`src/rtl/soc_miner_dma.sv`:
```
// Burst memory-to-memory copy engine on an AXI3 master; one burst in flight, read into buffer then written out.
// Address/data/response channels all honour valid/ready stalls; outputs are decoded from registered state only.
module soc_miner_dma #(
   parameter int ADDR_W    = 32,
   parameter int DATA_W    = 64,
   parameter int LEN_W     = 4,
   parameter int MAX_BURST = 16
) (
   input  logic              i_clk,
   input  logic              i_rst_n,
   input  logic              i_go,
   input  logic [ADDR_W-1:0] i_src_addr,
   input  logic [ADDR_W-1:0] i_dst_addr,
   input  logic [31:0]       i_length,
   output logic              o_busy,
   output logic              o_done,
   output logic              o_error,
   output logic              o_m_awvalid,
   input  logic              i_m_awready,
   output logic [ADDR_W-1:0] o_m_awaddr,
   output logic [LEN_W-1:0]  o_m_awlen,
   output logic              o_m_wvalid,
   input  logic              i_m_wready,
   output logic [DATA_W-1:0] o_m_wdata,
   output logic              o_m_wlast,
   input  logic              i_m_bvalid,
   output logic              o_m_bready,
   input  logic [1:0]        i_m_bresp,
   output logic              o_m_arvalid,
   input  logic              i_m_arready,
   output logic [ADDR_W-1:0] o_m_araddr,
   output logic [LEN_W-1:0]  o_m_arlen,
   input  logic              i_m_rvalid,
   output logic              o_m_rready,
   input  logic [DATA_W-1:0] i_m_rdata,
   input  logic              i_m_rlast,
   input  logic [1:0]        i_m_rresp
);
   localparam int BYTES = DATA_W / 8;
   localparam int BSH   = $clog2(BYTES);
   localparam int NW    = $clog2(MAX_BURST + 1);
   localparam int IW    = (MAX_BURST > 1) ? $clog2(MAX_BURST) : 1;
   localparam logic [NW-1:0] ONE = NW'(1);
   localparam logic [NW-1:0] CAP = NW'(MAX_BURST);

   typedef enum logic [2:0] {
      S_IDLE, S_RD_ADDR, S_RD_DATA, S_WR_ADDR, S_WR_DATA, S_WR_RESP, S_FINISH
   } state_t;

   state_t            r_state;
   state_t            w_next;
   logic [ADDR_W-1:0] r_src;
   logic [ADDR_W-1:0] r_dst;
   logic [31:0]       r_remain;
   logic [NW-1:0]     r_n;
   logic [NW-1:0]     r_cnt;
   logic              r_err;
   logic [DATA_W-1:0] r_buf [MAX_BURST];

   logic [12:0]       w_src_beats;
   logic [12:0]       w_dst_beats;
   logic [NW-1:0]     w_cap_rem;
   logic [NW-1:0]     w_cap_src;
   logic [NW-1:0]     w_cap_dst;
   logic [NW-1:0]     w_n;
   logic              w_rd_fire;
   logic              w_wr_fire;
   logic              w_wr_last;
   logic              w_b_fire;
   logic              w_b_err;
   logic              w_last_burst;

   function automatic logic [NW-1:0] f_cap(input logic [31:0] v);
      return (v > 32'(MAX_BURST)) ? CAP : v[NW-1:0];
   endfunction

   // Beats left before the next 4KB page on each side; a burst must never cross one.
   assign w_src_beats = (13'd4096 - {1'b0, r_src[11:0]}) >> BSH;
   assign w_dst_beats = (13'd4096 - {1'b0, r_dst[11:0]}) >> BSH;
   assign w_cap_rem   = f_cap(r_remain);
   assign w_cap_src   = f_cap(32'(w_src_beats));
   assign w_cap_dst   = f_cap(32'(w_dst_beats));

   always_comb begin
      w_n = w_cap_rem;
      if (w_cap_src < w_n) w_n = w_cap_src;
      if (w_cap_dst < w_n) w_n = w_cap_dst;
   end

   assign w_rd_fire    = (r_state == S_RD_DATA) && i_m_rvalid;
   assign w_wr_fire    = (r_state == S_WR_DATA) && i_m_wready;
   assign w_wr_last    = (r_cnt == r_n - ONE);
   assign w_b_fire     = (r_state == S_WR_RESP) && i_m_bvalid;
   assign w_b_err      = (i_m_bresp != 2'b00);
   assign w_last_burst = (r_remain == 32'(r_n)) || r_err || w_b_err;

   always_ff @(posedge i_clk or negedge i_rst_n) begin
      if (!i_rst_n) r_state <= S_IDLE;
      else          r_state <= w_next;
   end

   always_comb begin
      w_next = r_state;
      case (r_state)
         S_IDLE:    if (i_go) w_next = (i_length == 32'd0) ? S_FINISH : S_RD_ADDR;
         S_RD_ADDR: if (i_m_arready) w_next = S_RD_DATA;
         S_RD_DATA: if (w_rd_fire && i_m_rlast) w_next = S_WR_ADDR;
         S_WR_ADDR: if (i_m_awready) w_next = S_WR_DATA;
         S_WR_DATA: if (w_wr_fire && w_wr_last) w_next = S_WR_RESP;
         S_WR_RESP: if (w_b_fire) w_next = w_last_burst ? S_FINISH : S_RD_ADDR;
         S_FINISH:  w_next = S_IDLE;
         default:   w_next = S_IDLE;
      endcase
   end

   always_ff @(posedge i_clk or negedge i_rst_n) begin
      if (!i_rst_n) begin
         r_src    <= '0;
         r_dst    <= '0;
         r_remain <= '0;
         r_n      <= '0;
         r_cnt    <= '0;
         r_err    <= 1'b0;
      end else begin
         if (r_state == S_IDLE && i_go) begin
            r_src    <= i_src_addr;
            r_dst    <= i_dst_addr;
            r_remain <= i_length;
            r_err    <= 1'b0;
         end
         if (r_state == S_RD_ADDR && i_m_arready) begin
            r_n   <= w_n;
            r_cnt <= '0;
         end
         if (w_rd_fire) begin
            if (r_cnt != '1) r_cnt <= r_cnt + ONE;
            if (i_m_rresp != 2'b00 || (i_m_rlast && (r_cnt + ONE) != r_n)) r_err <= 1'b1;
         end
         if (r_state == S_WR_ADDR && i_m_awready) r_cnt <= '0;
         if (w_wr_fire) r_cnt <= r_cnt + ONE;
         if (w_b_fire) begin
            r_src    <= r_src + (ADDR_W'(r_n) << BSH);
            r_dst    <= r_dst + (ADDR_W'(r_n) << BSH);
            r_remain <= r_remain - 32'(r_n);
            if (w_b_err) r_err <= 1'b1;
         end
      end
   end

   // Beats past the buffer depth (malformed slave) are dropped; the rlast count check flags them.
   always_ff @(posedge i_clk) begin
      if (w_rd_fire && r_cnt < CAP) r_buf[r_cnt[IW-1:0]] <= i_m_rdata;
   end

   always_comb begin
      o_m_arvalid = 1'b0;
      o_m_araddr  = '0;
      o_m_arlen   = '0;
      o_m_rready  = 1'b0;
      o_m_awvalid = 1'b0;
      o_m_awaddr  = '0;
      o_m_awlen   = '0;
      o_m_wvalid  = 1'b0;
      o_m_wdata   = '0;
      o_m_wlast   = 1'b0;
      o_m_bready  = 1'b0;
      o_done      = 1'b0;
      case (r_state)
         S_RD_ADDR: begin
            o_m_arvalid = 1'b1;
            o_m_araddr  = r_src;
            o_m_arlen   = LEN_W'(w_n - ONE);
         end
         S_RD_DATA: o_m_rready = 1'b1;
         S_WR_ADDR: begin
            o_m_awvalid = 1'b1;
            o_m_awaddr  = r_dst;
            o_m_awlen   = LEN_W'(r_n - ONE);
         end
         S_WR_DATA: begin
            o_m_wvalid = 1'b1;
            o_m_wdata  = r_buf[r_cnt[IW-1:0]];
            o_m_wlast  = w_wr_last;
         end
         S_WR_RESP: o_m_bready = 1'b1;
         S_FINISH:  o_done     = 1'b1;
         default:   o_done     = 1'b0;
      endcase
   end

   assign o_busy  = (r_state != S_IDLE) && (r_state != S_FINISH);
   assign o_error = r_err;

endmodule

```
`config.mk`:
```
export PLATFORM = sky130hd
export DESIGN_NAME = soc_miner_dma
export DESIGN_NICKNAME = d
export VERILOG_FILES = /design/src/rtl/soc_miner_dma.sv
export SDC_FILE = /design/constraint.sdc
export NUM_CORES = 1
export LEC_CHECK = 0
export CORE_MARGIN = 4
export CORE_UTILIZATION = 45
export DETAILED_ROUTE_END_ITERATION = 16
export PLACE_DENSITY = 0.63
export SLEW_MARGIN = 15
export SYNTH_ARGS = -nofsm -noshare
export SYNTH_HDL_FRONTEND = slang
export SYNTH_SLANG_ARGS = --single-unit
```
`constraint.sdc`:
```
create_clock -name i_clk -period 8.85 [get_ports i_clk]
set_input_delay 0.885 -clock i_clk [delete_from_list [all_inputs] [get_ports i_clk]]
set_output_delay 0.885 -clock i_clk [all_outputs]
set_load 0.02 [all_outputs]
```
After elaboration in Yosys (flattened, before gate mapping)
Memory sizes are Yosys's and may differ from the RTL's.
Cells that the tools add are included.
{ "word_totals": {"inputBits": 173, "memories": 1, "register_bits": 110, "ramBits": 1024} }
{ "op_classes": {"n_eq_ne": 17, "n_lt_le_gt_ge": 6, "n_reduce_logical": 21, "mux": 44, "add_sub_neg": 8} }
{ "mem_list": {"columns": ["name", "depth", "width", "rd", "rd_clocked_by_memory_dff", "write_ports", "line", "source"], "rows": [
  ["r_buf", 16, 64, 1, 0, 1, "58", "logic [DATA_W-1:0] r_buf [MAX_BURST];"]
]} }
{ "ops": {"columns": ["op", "count"], "rows": [
  ["$mux 32", 8],
  ["$add 32x8->32", 2],
  ["$mux 64", 1],
  ["$mux 5", 10],
  ["$eq 32x5->1", 1],
  ["$gt 32x5->1 const B", 1],
  ["$logic_not 32->1", 1],
  ["$sub 32x5->32", 1],
  ["$sub 13x12->13 const A", 2],
  ["$mux 3", 8],
  ["$gt 10x5->1 const B", 2],
  ["$pmux 3 s6", 1],
  ["$mux 1", 14],
  ["$logic_and 1x1->1", 11],
  ["$lt 5x5->1", 2],
  ["$eq 3x3->1 const B", 3],
  ["$mux 4", 2],
  ["$ne 2x2->1 const B", 4],
  ["$eq 3x2->1 const B", 2],
  ["$reduce_and 6->1", 1],
  ["$reduce_bool 2->1", 3],
  ["$add 5x1->5 const B", 1],
  ["$eq 5x5->1", 1],
  ["$lt 5x5->1 const B", 1],
  ["10 further kinds", 13]
]} }

Logic depth before layout (Yosys ltp)
Gate-level depths: netlist (run 1).
{ "logic_depth": {"depth_word": 9, "mapped_depth": 20, "mapped_depth_nobuf": 19} }

Least setup slack after synthesis (run 1)
OpenSTA, ideal clock, no wires.
{ "synth_timing": {"path_kind": "register to register", "from": "register r_state[1]", "to": "memory r_buf[0][0], enable pin", "path_stages_with_launch": 7, "setup_slack_ns": 2.091, "required_ns": 8.285, "setup_ns": 0.565, "t_arrival_ns": 6.195, "synth_period_minus_slack_ns": 6.759, "path_cell_list": "dfrtp_1 -> buf_1 -> nor3b_1 -> nand2_1 -> nor2_1 -> nand2_1 -> nor3_1"} }
{ "synth_between": {"elab_chain_cells": 5} }
{ "synth_rtl": {"columns": ["item", "line", "source"], "rows": [
  ["start: declaration", "50", "state_t r_state;"],
  ["start signal: assignment", "99", "else r_state <= w_next;"],
  ["$eq 3x2->1", "90", "assign w_rd_fire = (r_state == S_RD_DATA) && i_m_rvalid;"],
  ["$logic_and 1x1->1", "90", null],
  ["$logic_and 1x1->1", "152", "if (w_rd_fire && r_cnt < CAP) r_buf[r_cnt[IW-1:0]] <= i_m_rdata;"],
  ["$mux 1", "152", null],
  ["$mux 1 (implied by the code)", "152", null],
  ["end: declaration", "58", null]
]} }
Every way passes these cells.

Worst setup path after layout (run 1)
{ "layout_timing": {"from": "register r_remain[20]", "to": "output o_m_arlen[3]"} }
{ "layout_between": {"elab_chain_cells": 8} }
{ "layout_rtl": {"columns": ["item", "line", "source"], "rows": [
  ["start: declaration", "54", "logic [31:0] r_remain;"],
  ["start signal: assignment", "128", "r_remain <= i_length;"],
  ["start signal: assignment", "144", "r_remain <= r_remain - 32'(r_n);"],
  ["$gt 32x5->1 (*)", "74", "return (v > 32'(MAX_BURST)) ? CAP : v[NW-1:0];"],
  ["$mux 5 (*)", "74", null],
  ["$lt 5x5->1", "86", "if (w_cap_src < w_n) w_n = w_cap_src;"],
  ["$mux 5 (*)", "86", null],
  ["$lt 5x5->1", "87", "if (w_cap_dst < w_n) w_n = w_cap_dst;"],
  ["$mux 5 (*)", "87", null],
  ["$sub 4x1->4 (*)", "172", "o_m_arlen = LEN_W'(w_n - ONE);"],
  ["$mux 4 (*)", "168", "case (r_state)"],
  ["end: declaration", "32", "output logic [LEN_W-1:0] o_m_arlen,"]
]} }
Every way passes the cells marked *; elsewhere a longest branch is shown, timed or not.

==> results of run 1 <==
==> worst paths after layout <==
kind / slack (ns) / cells after the start / endpoint / from
min in group i_clk: 0.52 / 2 / r_src[2] / r_src[2]
min: 0.35 / 1 / r_src[30] / i_rst_n
max reg2reg: 3.79 / 16 / r_n[2] / r_remain[20]
max: 1.31 / 19 / o_m_arlen[3] / r_remain[20]
max in group asynchronous: 7.31 / 2 / r_n[3] / i_rst_n
min reg2reg: 0.52 / 2 / r_src[2] / r_src[2]
==> kinds of logic after synthesis <==
| group | Yosys count | share of synthesized area |
|---|---|---|
| xor+xnor | 23 | 0.00428 |
| buf+inv | 175 | 0.0140 |
| simple gates | 564 | 0.0622 |
| flops | 1134 | 0.712 |
| fa+ha+maj | 30 | 0.00846 |
| mux | 327 | 0.155 |
| compound gates | 291 | 0.0438 |
==> metrics by stage <==
| step | std cells | setup slack, ns | util | hold slack [ns] |
|---|---|---|---|---|
| after floorplan | 2544 | 2.09 | - | 0.471 |
| after global placement | 4157 | 2.09 | 0.501 | 0.493 |
| after detailed placement | 4157 | 2.01 | 0.501 | 0.506 |
| after CTS | 4367 | 1.24 | 0.538 | 0.340 |
| after global routing | 4368 | 0.907 | 0.539 | 0.409 |
| final | 4375 | 1.31 | 0.539 | 0.353 |
==> layout by cell type, fill, tap and decap left out, types with 19 or more instances in the layout <==
| cell | Yosys | routed |
|---|---|---|
| a221o_1 | 22 | 22 |
| clkinv_1 | 0 | 25 |
| nand3_1 | 36 | 36 |
| o21ai_0 | 84 | 84 |
| inv_1 | 40 | 38 |
| dfrtp_1 | 110 | 106 |
| mux4_2 | 321 | 321 |
| o311ai_0 | 31 | 31 |
| edfxtp_1 | 1024 | 1024 |
| clkinv_2 | 0 | 28 |
| o211ai_1 | 19 | 19 |
| and2_1 | 130 | 130 |
| a21oi_1 | 30 | 30 |
| nor2_1 | 84 | 71 |
| a31oi_1 | 19 | 19 |
| clkbuf_16 | 0 | 115 |
| ha_1 | 27 | 27 |
| clkdlybuf4s50_1 | 0 | 316 |
| nand2_1 | 171 | 170 |
| buf_4 | 0 | 48 |
| nor3_1 | 30 | 26 |
==> layout make-up <==
type	instances	area [µm²]	share of cell area
flip-flops and latches	1134	33500	0.600
multi-input cells	1235	13000	0.233
repair buffers	368	3600	0.0645
clock buffers	130	2970	0.0532
well taps	1380	1730	0.0309
clock inverters	80	861	0.0154
inverters	41	154	0.00276
diodes	7	17.5	0.000314
==> power groups by stage <==
stage               Combinational, µW  Clock [µW]  Sequential [µW]
floorplan                        3360           0             6410
global placement                 4670           0             6670
detailed placement               4720           0             6710
CTS                              4740        5010             6600
global route                     5120        5230             6590
finish                           4730        4900             6550
==> state kept, by name (all words and copies together) (netlist names) <==
signal / count
o_error: 1
r_buf: 1024
r_cnt: 5
r_dst: 32
r_n: 5
r_remain: 32
r_src: 32
r_state: 3
==> routing by layer <==
layer | GRT usage | vias to the layer above | share of wire
li1 | - | 11100 | -
met1 | 0.291 | 13800 | 0.40
met2 | 0.371 | 1010 | 0.50
met3 | 0.0455 | 180 | 0.068
met4 | 0.0558 | 6 | 0.024
met5 | 0 | - | 0.00034
==> impl_metrics.json, run 1 <==
{
  "status": "complete, no violations",
  "htree_levels": 3,
  "fillers": 8027,
  "critPathCaptureType": "primary output",
  "p_leak_uw": 0.0180,
  "numPortBuffers": 317,
  "layout-drive-gt1-share": 0.197,
  "critical_path_buf_inv_count": 2,
  "clk_latency_ns": 0.71,
  "min_period_ns": 7.54,
  "p_per_area_nw_per_um2": 290,
  "switching_share": 0.302,
  "cts_setup_buffers": 0,
  "cp_cell_sequence": "or4_4 -> or3_1 -> nand4bb_4 -> inv_2 -> nand2_1 -> ha_1 -> a21o_1 -> a211o_1 -> a211oi_4 -> a2bb2oi_2 -> mux2i_1 -> ha_1 -> a21o_1 -> a21oi_1 -> a211oi_1 -> o221ai_1 -> xnor2_1 -> o32ai_1 -> clkdlybuf4s50_1",
  "fp.dieW_um": 331,
  "synth_most_common_cell": "edfxtp_1",
  "comb_power_share": 0.292,
  "cp.required_ns": 7.97,
  "path_max_fanout": 10,
  "grt_pass1_vias": 26800,
  "p_int_uw": 11300,
  "critPathLaunchType": "flip-flop",
  "core_area_um2": 104000,
  "synth_top_area_share": 0.654,
  "yosysTopAreaCell": "edfxtp_1",
  "drc": 0,
  "clkSinkCount": 1134,
  "power_frac_seq": 0.405,
  "vias_per_cell": 5.96,
  "vias": 26100,
  "grt_usage": 0.219,
  "yosysWarnings": 0,
  "p_switching_uw": 4890,
  "clk_pin_slew_ns": 0.07,
  "vdd_ir_drop_max_mv": 0.379,
  "drv_cap": 0,
  "period_share": 0.852,
  "cts_made_buffers": 114,
  "placed_cell_area_um2": 52000,
  "clk_path_buf_depth": 3,
  "drtIter0Drc": 2410,
  "slowest_delay_ns": 0.66,
  "crit_family": "compound AO/OA/AOI/OAI gates",
  "nets": 3097,
  "yosys_most_used_dff": "edfxtp_1",
  "cp_data_arrival_time_ns": 6.65,
  "rows": 118,
  "ys_seq_elements": 1134,
  "final_area_um2": 55900,
  "start_util": 0.454,
  "synth-async-reset-ratio": 0.0970,
  "synthesis.nets": 2747,
  "grt.overflow.total": 0,
  "cts_hold_buf": 0,
  "relSlewSlack": 0.248,
  "seq_area_frac_synth": 0.712,
  "io_pins": 318,
  "synth_top_cells_by_area": "edfxtp_1, mux4_2, dfrtp_1",
  "grt_setup_unrepaired": "no",
  "place_hpwl_um": 67800,
  "synth_enable_flop_cells": 1024,
  "root_buffer": "clkbuf_16",
  "synth_cell_types": 74,
  "netlist_area_um2": 47000,
  "grt_pass1_wl_um": 181000,
  "pwr-share-clk": 0.303,
  "synthCells": 2544,
  "die_area_um2": 110000,
  "grt_max_degree": 168,
  "routedWlPerCell_um": 27.7,
  "grt_antenna_before_repair": 13,
  "avgSynthCellArea_um2": 18.5,
  "post_cts_resized": 0,
  "drv_slew": 0,
  "critPathKind": "reg2out",
  "finalSetupTns_ns": 0,
  "ant_nets": 0,
  "synth.top_cells.by_count": "edfxtp_1, mux4_2, nand2_1, and2_1, dfrtp_1",
  "fmax_ghz": 0.133,
  "slowest_stage": "clkdlybuf4s50_1",
  "drtPass1Iterations": 6,
  "setup_viol": 0,
  "hold_viol_final": 0,
  "worst_slew_pin_slew_ns": 1.13,
  "hold_path.class": "in2async",
  "skew_ns": 0.0371,
  "wl_um": 121000,
  "syn2layout_area_growth_pct": 18.7,
  "globalplace.congestion": 0.900,
  "finalPower_uw": 16200,
  "die_y_um": 331,
  "tritoncts": "done"
}
Power figures use the tool's default switching activity.
==> run 2: changes to the inputs <==
--- a/config.mk
+++ b/config.mk
@@ -5,10 +5,12 @@
 export SDC_FILE = /design/constraint.sdc
 export NUM_CORES = 1
 export LEC_CHECK = 0
+export CELL_PAD_IN_SITES_DETAIL_PLACEMENT = 2
+export CELL_PAD_IN_SITES_GLOBAL_PLACEMENT = 2
 export CORE_MARGIN = 4
 export CORE_UTILIZATION = 45
 export DETAILED_ROUTE_END_ITERATION = 16
-export PLACE_DENSITY = 0.63
+export PLACE_DENSITY = 0.78
 export SLEW_MARGIN = 15
 export SYNTH_ARGS = -nofsm -noshare
 export SYNTH_HDL_FRONTEND = slang
==> run 2 against run 1 <==
Global-route usage is 8.3 points higher. Non-clock buffer count is 3 lower. Clock power is 10% higher. Fmax is 3.6% lower. Sequential power is 0.9% higher. Count of clock-buffer cells in the layout is 7 higher. Critical path type unchanged. Critical endpoint unchanged. Largest power group unchanged.
==> impl_metrics.json, run 2 (synthesis gave the netlist of run 1 again) <==
{
  "placed_cell_area_um2": 51900,
  "nets": 3096,
  "clk_path_buf_depth": 3,
  "clk_pin_slew_ns": 0.06,
  "p_leak_uw": 0.0181,
  "cp_data_arrival_time_ns": 6.93,
  "period_share": 0.884,
  "core_area_um2": 104000,
  "layout-drive-gt1-share": 0.199,
  "grt_setup_unrepaired": "no",
  "grt.overflow.total": 0,
  "most-common-layout-cells": "edfxtp_1, mux4_2, clkdlybuf4s50_1",
  "grt_max_degree": 176,
  "hold_viol_final": 0,
  "syn2layout_area_growth_pct": 19.1,
  "slowest_delay_ns": 0.69,
  "die_y_um": 331,
  "die_area_um2": 110000,
  "start_util": 0.454,
  "clk_latency_ns": 0.72,
  "hold_path.class": "in2async",
  "routedWlPerCell_um": 37.9,
  "fmax_ghz": 0.128,
  "grt_pass1_vias": 30500,
  "crit_family": "compound AO/OA/AOI/OAI gates",
  "cp.required_ns": 7.97,
  "relSlewSlack": 0.185,
  "path_max_fanout": 10,
  "drtPass1Iterations": 5,
  "critPathLaunchType": "flip-flop",
  "vias_per_cell": 6.39,
  "largest_register_ffs": 1024,
  "finalSetupTns_ns": 0,
  "critPathKind": "reg2out",
  "p_per_area_nw_per_um2": 304,
  "place_hpwl_um": 91600,
  "min_period_ns": 7.82,
  "grt_pass1_wl_um": 241000,
  "final_area_um2": 56000,
  "layout_commonest_cell": "edfxtp_1",
  "globalplace.congestion": 0.879,
  "numPortBuffers": 317,
  "drv_cap": 0,
  "setup_viol": 0,
  "slowest_stage": "clkdlybuf4s50_1",
  "post_cts_resized": 0,
  "htree_levels": 3,
  "status": "complete, no violations",
  "critPathCaptureType": "primary output",
  "worst_slew_pin_slew_ns": 1.22,
  "drtIter0Drc": 3087,
  "root_buffer": "clkbuf_16",
  "critical_path_buf_inv_count": 2,
  "cts_made_buffers": 116,
  "cp_cell_sequence": "or4_4 -> or3_1 -> nand4bb_4 -> inv_2 -> nand2_1 -> ha_1 -> a21o_1 -> a211o_1 -> a211oi_4 -> a2bb2oi_2 -> mux2i_1 -> ha_1 -> a21o_1 -> a21oi_1 -> a211oi_1 -> o221ai_1 -> xnor2_1 -> o32ai_1 -> clkdlybuf4s50_1",
  "grt_antenna_before_repair": 10,
  "fp.dieW_um": 331,
  "tritoncts": "done",
  "cts_setup_buffers": 0,
  "clkSinkCount": 1134,
  "drc": 0,
  "grt_usage": 0.301,
  "skew_ns": 0.0401,
  "ant_nets": 0,
  "wl_um": 166000,
  "cts_hold_buf": 0,
  "drv_slew": 0,
  "vias": 28000,
  "io_pins": 318,
  "fillers": 8905,
  "rows": 118,
  "vdd_ir_drop_max_mv": 0.251
}
-- run 2: cell type report --
type / count / area [µm²] / share of cell area
tap: 1380 / 1730 / 0.0308
clock buffer: 137 / 3050 / 0.0544
multi-input combinational: 1235 / 13000 / 0.232
inverter: 41 / 154 / 0.00275
timing repair buffer: 365 / 3580 / 0.0638
antenna: 4 / 10.0 / 0.000179
sequential: 1134 / 33500 / 0.598
clock inverter: 84 / 1000 / 0.0178
-- run 2: worst paths after layout --
kind                              startpoint      endpoint  slack [ns]  cells past startpoint
worst min register to register  r_remain[31]  r_remain[31]        0.52                      1
worst max-delay path            r_remain[20]  o_m_arlen[3]        1.03                     19
min in group i_clk              r_remain[31]  r_remain[31]        0.52                      1
worst min-delay path                 i_rst_n     r_dst[21]        0.21                      1
worst max register to register  r_remain[20]        r_n[3]        3.59                     16
max in group asynchronous            i_rst_n      r_cnt[3]        7.10                      2
-- run 2: where the power goes --
part	total (µW)	internal, µW	switching, µW
Clock	5400	3110	2290
Sequential	6610	6110	503
Combinational	5000	2330	2670
-- run 2: per-stage QoR --
step                      worst slack [ns]  cells  utilization  total power, µW  hold slack, ns
final                                 1.03   4380        0.541            17000           0.209
after CTS                             1.08   4375        0.540            17100           0.177
after global routing                 0.706   4378        0.541            17700           0.231
after detailed placement              1.84   4154        0.501            11600           0.502
after global placement                2.07   4154        0.501            11400           0.492
after floorplan                       2.09   2544            -             9770           0.471
-- run 2: worst register-to-register path: cells and delay by family (launching register included) --
kind                       cells  cell delay (ns)
AOI/OAI and AO/OA              7             1.83
and+or+nand+nor                5             1.77
adders and majority gates      2             0.68
DFF                            1             0.45
muxes                          1             0.35
buffers and inverters          1             0.13
-- run 2: routing by layer --
layer  vias to the layer above  track usage  share of wire
met5                         -            0        0.00046
li1                      11100            -              -
met1                     15300        0.397           0.39
met4                        12       0.0730          0.022
met2                      1313        0.528           0.52
met3                       202       0.0494          0.065
==> run 3: changes to the inputs <==
--- a/config.mk
+++ b/config.mk
@@ -10,7 +10,8 @@
 export CORE_MARGIN = 4
 export CORE_UTILIZATION = 45
 export DETAILED_ROUTE_END_ITERATION = 16
-export PLACE_DENSITY = 0.78
+export DONT_BUFFER_PORTS = 1
+export PLACE_DENSITY = 0.73
 export SLEW_MARGIN = 15
 export SYNTH_ARGS = -nofsm -noshare
 export SYNTH_HDL_FRONTEND = slang
==> run 3 against run 2 <==
Design area decreased by 6.1%. Cell count decreased by 7.2%. Via count down 6.4%. Sequential share of layout area rose by 3.9 points. Register-to-register slack improved by 0.05 ns. Total power down 6.9%. Combinational power shrank 12%.
==> impl_metrics.json, run 3 (synthesis gave the netlist of run 1 again) <==
{
  "cp_data_arrival_time_ns": 6.70,
  "path_max_fanout": 10,
  "cp.required_ns": 7.97,
  "vias_per_cell": 6.44,
  "p_per_area_nw_per_um2": 301,
  "slowest_delay_ns": 0.77,
  "finalSetupTns_ns": 0,
  "tritoncts": "done",
  "wl_um": 149000,
  "cp.depth": 18,
  "clk_pin_slew_ns": 0.06,
  "grt_pass1_vias": 28600,
  "drtPass1Iterations": 5,
  "core_area_um2": 104000,
  "grt_max_degree": 161,
  "die_area_um2": 110000,
  "io_pins": 318,
  "finalPower_uw": 15800,
  "globalplace.congestion": 0.858,
  "p_leak_uw": 0.0168,
  "cp_cell_sequence": "or4_4 -> or3_1 -> nand4bb_4 -> inv_2 -> nand2_1 -> ha_1 -> a21o_1 -> a211o_1 -> a211oi_4 -> a2bb2oi_2 -> mux2i_1 -> ha_1 -> a21o_1 -> a21oi_1 -> a211oi_1 -> o221ai_1 -> xnor2_1 -> o32ai_1",
  "largest_register_ffs": 1024,
  "rows": 118,
  "vdd_ir_drop_max_mv": 0.228,
  "drv_cap": 0,
  "finalCoreUtilization": 0.507,
  "start_util": 0.454,
  "skew_ns": 0.0725,
  "fp.dieW_um": 331,
  "grt.overflow.total": 0,
  "period_share": 0.857,
  "layout-drive-gt1-share": 0.216,
  "critical_path_buf_inv_count": 1,
  "critPathCaptureType": "primary output",
  "root_buffer": "clkbuf_16",
  "fmax_ghz": 0.132,
  "hold_viol_final": 0,
  "vias": 26200,
  "hold_path.class": "in2async",
  "slowest_stage": "o32ai_1",
  "die_y_um": 331,
  "critPathKind": "reg2out",
  "numPortBuffers": 0,
  "grt_antenna_before_repair": 3,
  "drv_slew": 0,
  "clk_latency_ns": 0.73,
  "grt_setup_unrepaired": "no",
  "grt_pass1_wl_um": 217000,
  "critPathLaunchType": "flip-flop",
  "cts_setup_buffers": 0,
  "layout_commonest_cell": "edfxtp_1",
  "status": "complete, no violations",
  "rr_worst_depth": 17,
  "place_hpwl_um": 86200,
  "worst_slew_pin_slew_ns": 1.19,
  "routedWlPerCell_um": 36.6,
  "clkSinkCount": 1134,
  "ant_nets": 0,
  "most-common-layout-cells": "edfxtp_1, mux4_2, nand2_1",
  "clk_path_buf_depth": 3,
  "drtIter0Drc": 2291,
  "grt_usage": 0.269,
  "nets": 2788,
  "cts_made_buffers": 117,
  "fillers": 9126,
  "setup_viol": 0,
  "relSlewSlack": 0.206,
  "min_period_ns": 7.59,
  "crit_family": "compound AO/OA/AOI/OAI gates",
  "syn2layout_area_growth_pct": 11.8,
  "drc": 0,
  "htree_levels": 3
}
run 3: cell types whose count changed in the layout (fill, tap and decap cells not counted), sizes merged:
| cell | before | now |
|---|---|---|
| clkinv | 51 | 50 |
| clkinvlp | 3 | 5 |
| inv | 49 | 44 |
| diode | 4 | 2 |
| clkbuf | 137 | 153 |
| buf | 49 | 56 |
| bufinv | 22 | 7 |
| clkdlybuf4s50 | 316 | 0 |
run 3: stage by stage:
step / hold slack [ns] / instances / cell area [µm²] / setup WS, ns
global route: 0.152 / 4066 / 52600 / 0.924
floorplan: 0.471 / 2544 / 47000 / 2.09
finish: 0.134 / 4066 / 52600 / 1.26
detailed placement: 0.513 / 3845 / 48900 / 1.98
global placement: 0.491 / 3845 / 48900 / 2.31
CTS: 0.129 / 4064 / 52600 / 1.23
run 3: final cells by class:
type                       count  area [µm²]  share of cell area
antenna                        2        5.00           0.0000952
clock buffer                 153        3140              0.0596
clock inverter                65         578              0.0110
inverter                      41         154             0.00293
multi-input combinational   1235       13000               0.247
sequential                  1134       33500               0.637
tap                         1380        1730              0.0328
timing repair buffer          56         478             0.00909
run 3: routing by layer:
layer  up-vias  share of wire  track usage  wire length [µm]
met2      1005           0.52        0.469             76800
met3       218          0.062       0.0552              9210
li1      10500              -            -                 -
met4         2          0.025       0.0674              3780
met1     14500           0.40        0.348             58900
met5         -       0.000081            0                12
run 3: repair_timing:
| item | in CTS | in global routing |
|---|---|---|
| hold endpoints to repair | 110 | 0 |
| hold buffers | 1 | 0 |
| gates resized for setup | 0 | 0 |
run 3: path summary, 6_finish.rpt:
check                           slack, ns           from            end
min in group i_clk                   0.25  i_m_rdata[40]  r_buf[13][40]
worst min-delay path                 0.13        i_rst_n      r_src[27]
worst max register to register       3.64   r_remain[20]         r_n[3]
max in group asynchronous            8.10        i_rst_n       r_cnt[3]
worst max-delay path                 1.26   r_remain[20]   o_m_arlen[3]
worst min register to register       0.52   r_remain[31]   r_remain[31]
run 3: where the power goes:
part           total, µW  internal (µW)  switching, µW
clock network       4860           2700           2160
registers           6590           6110            484
logic               4380           1940           2440
total              15800          10700           5090
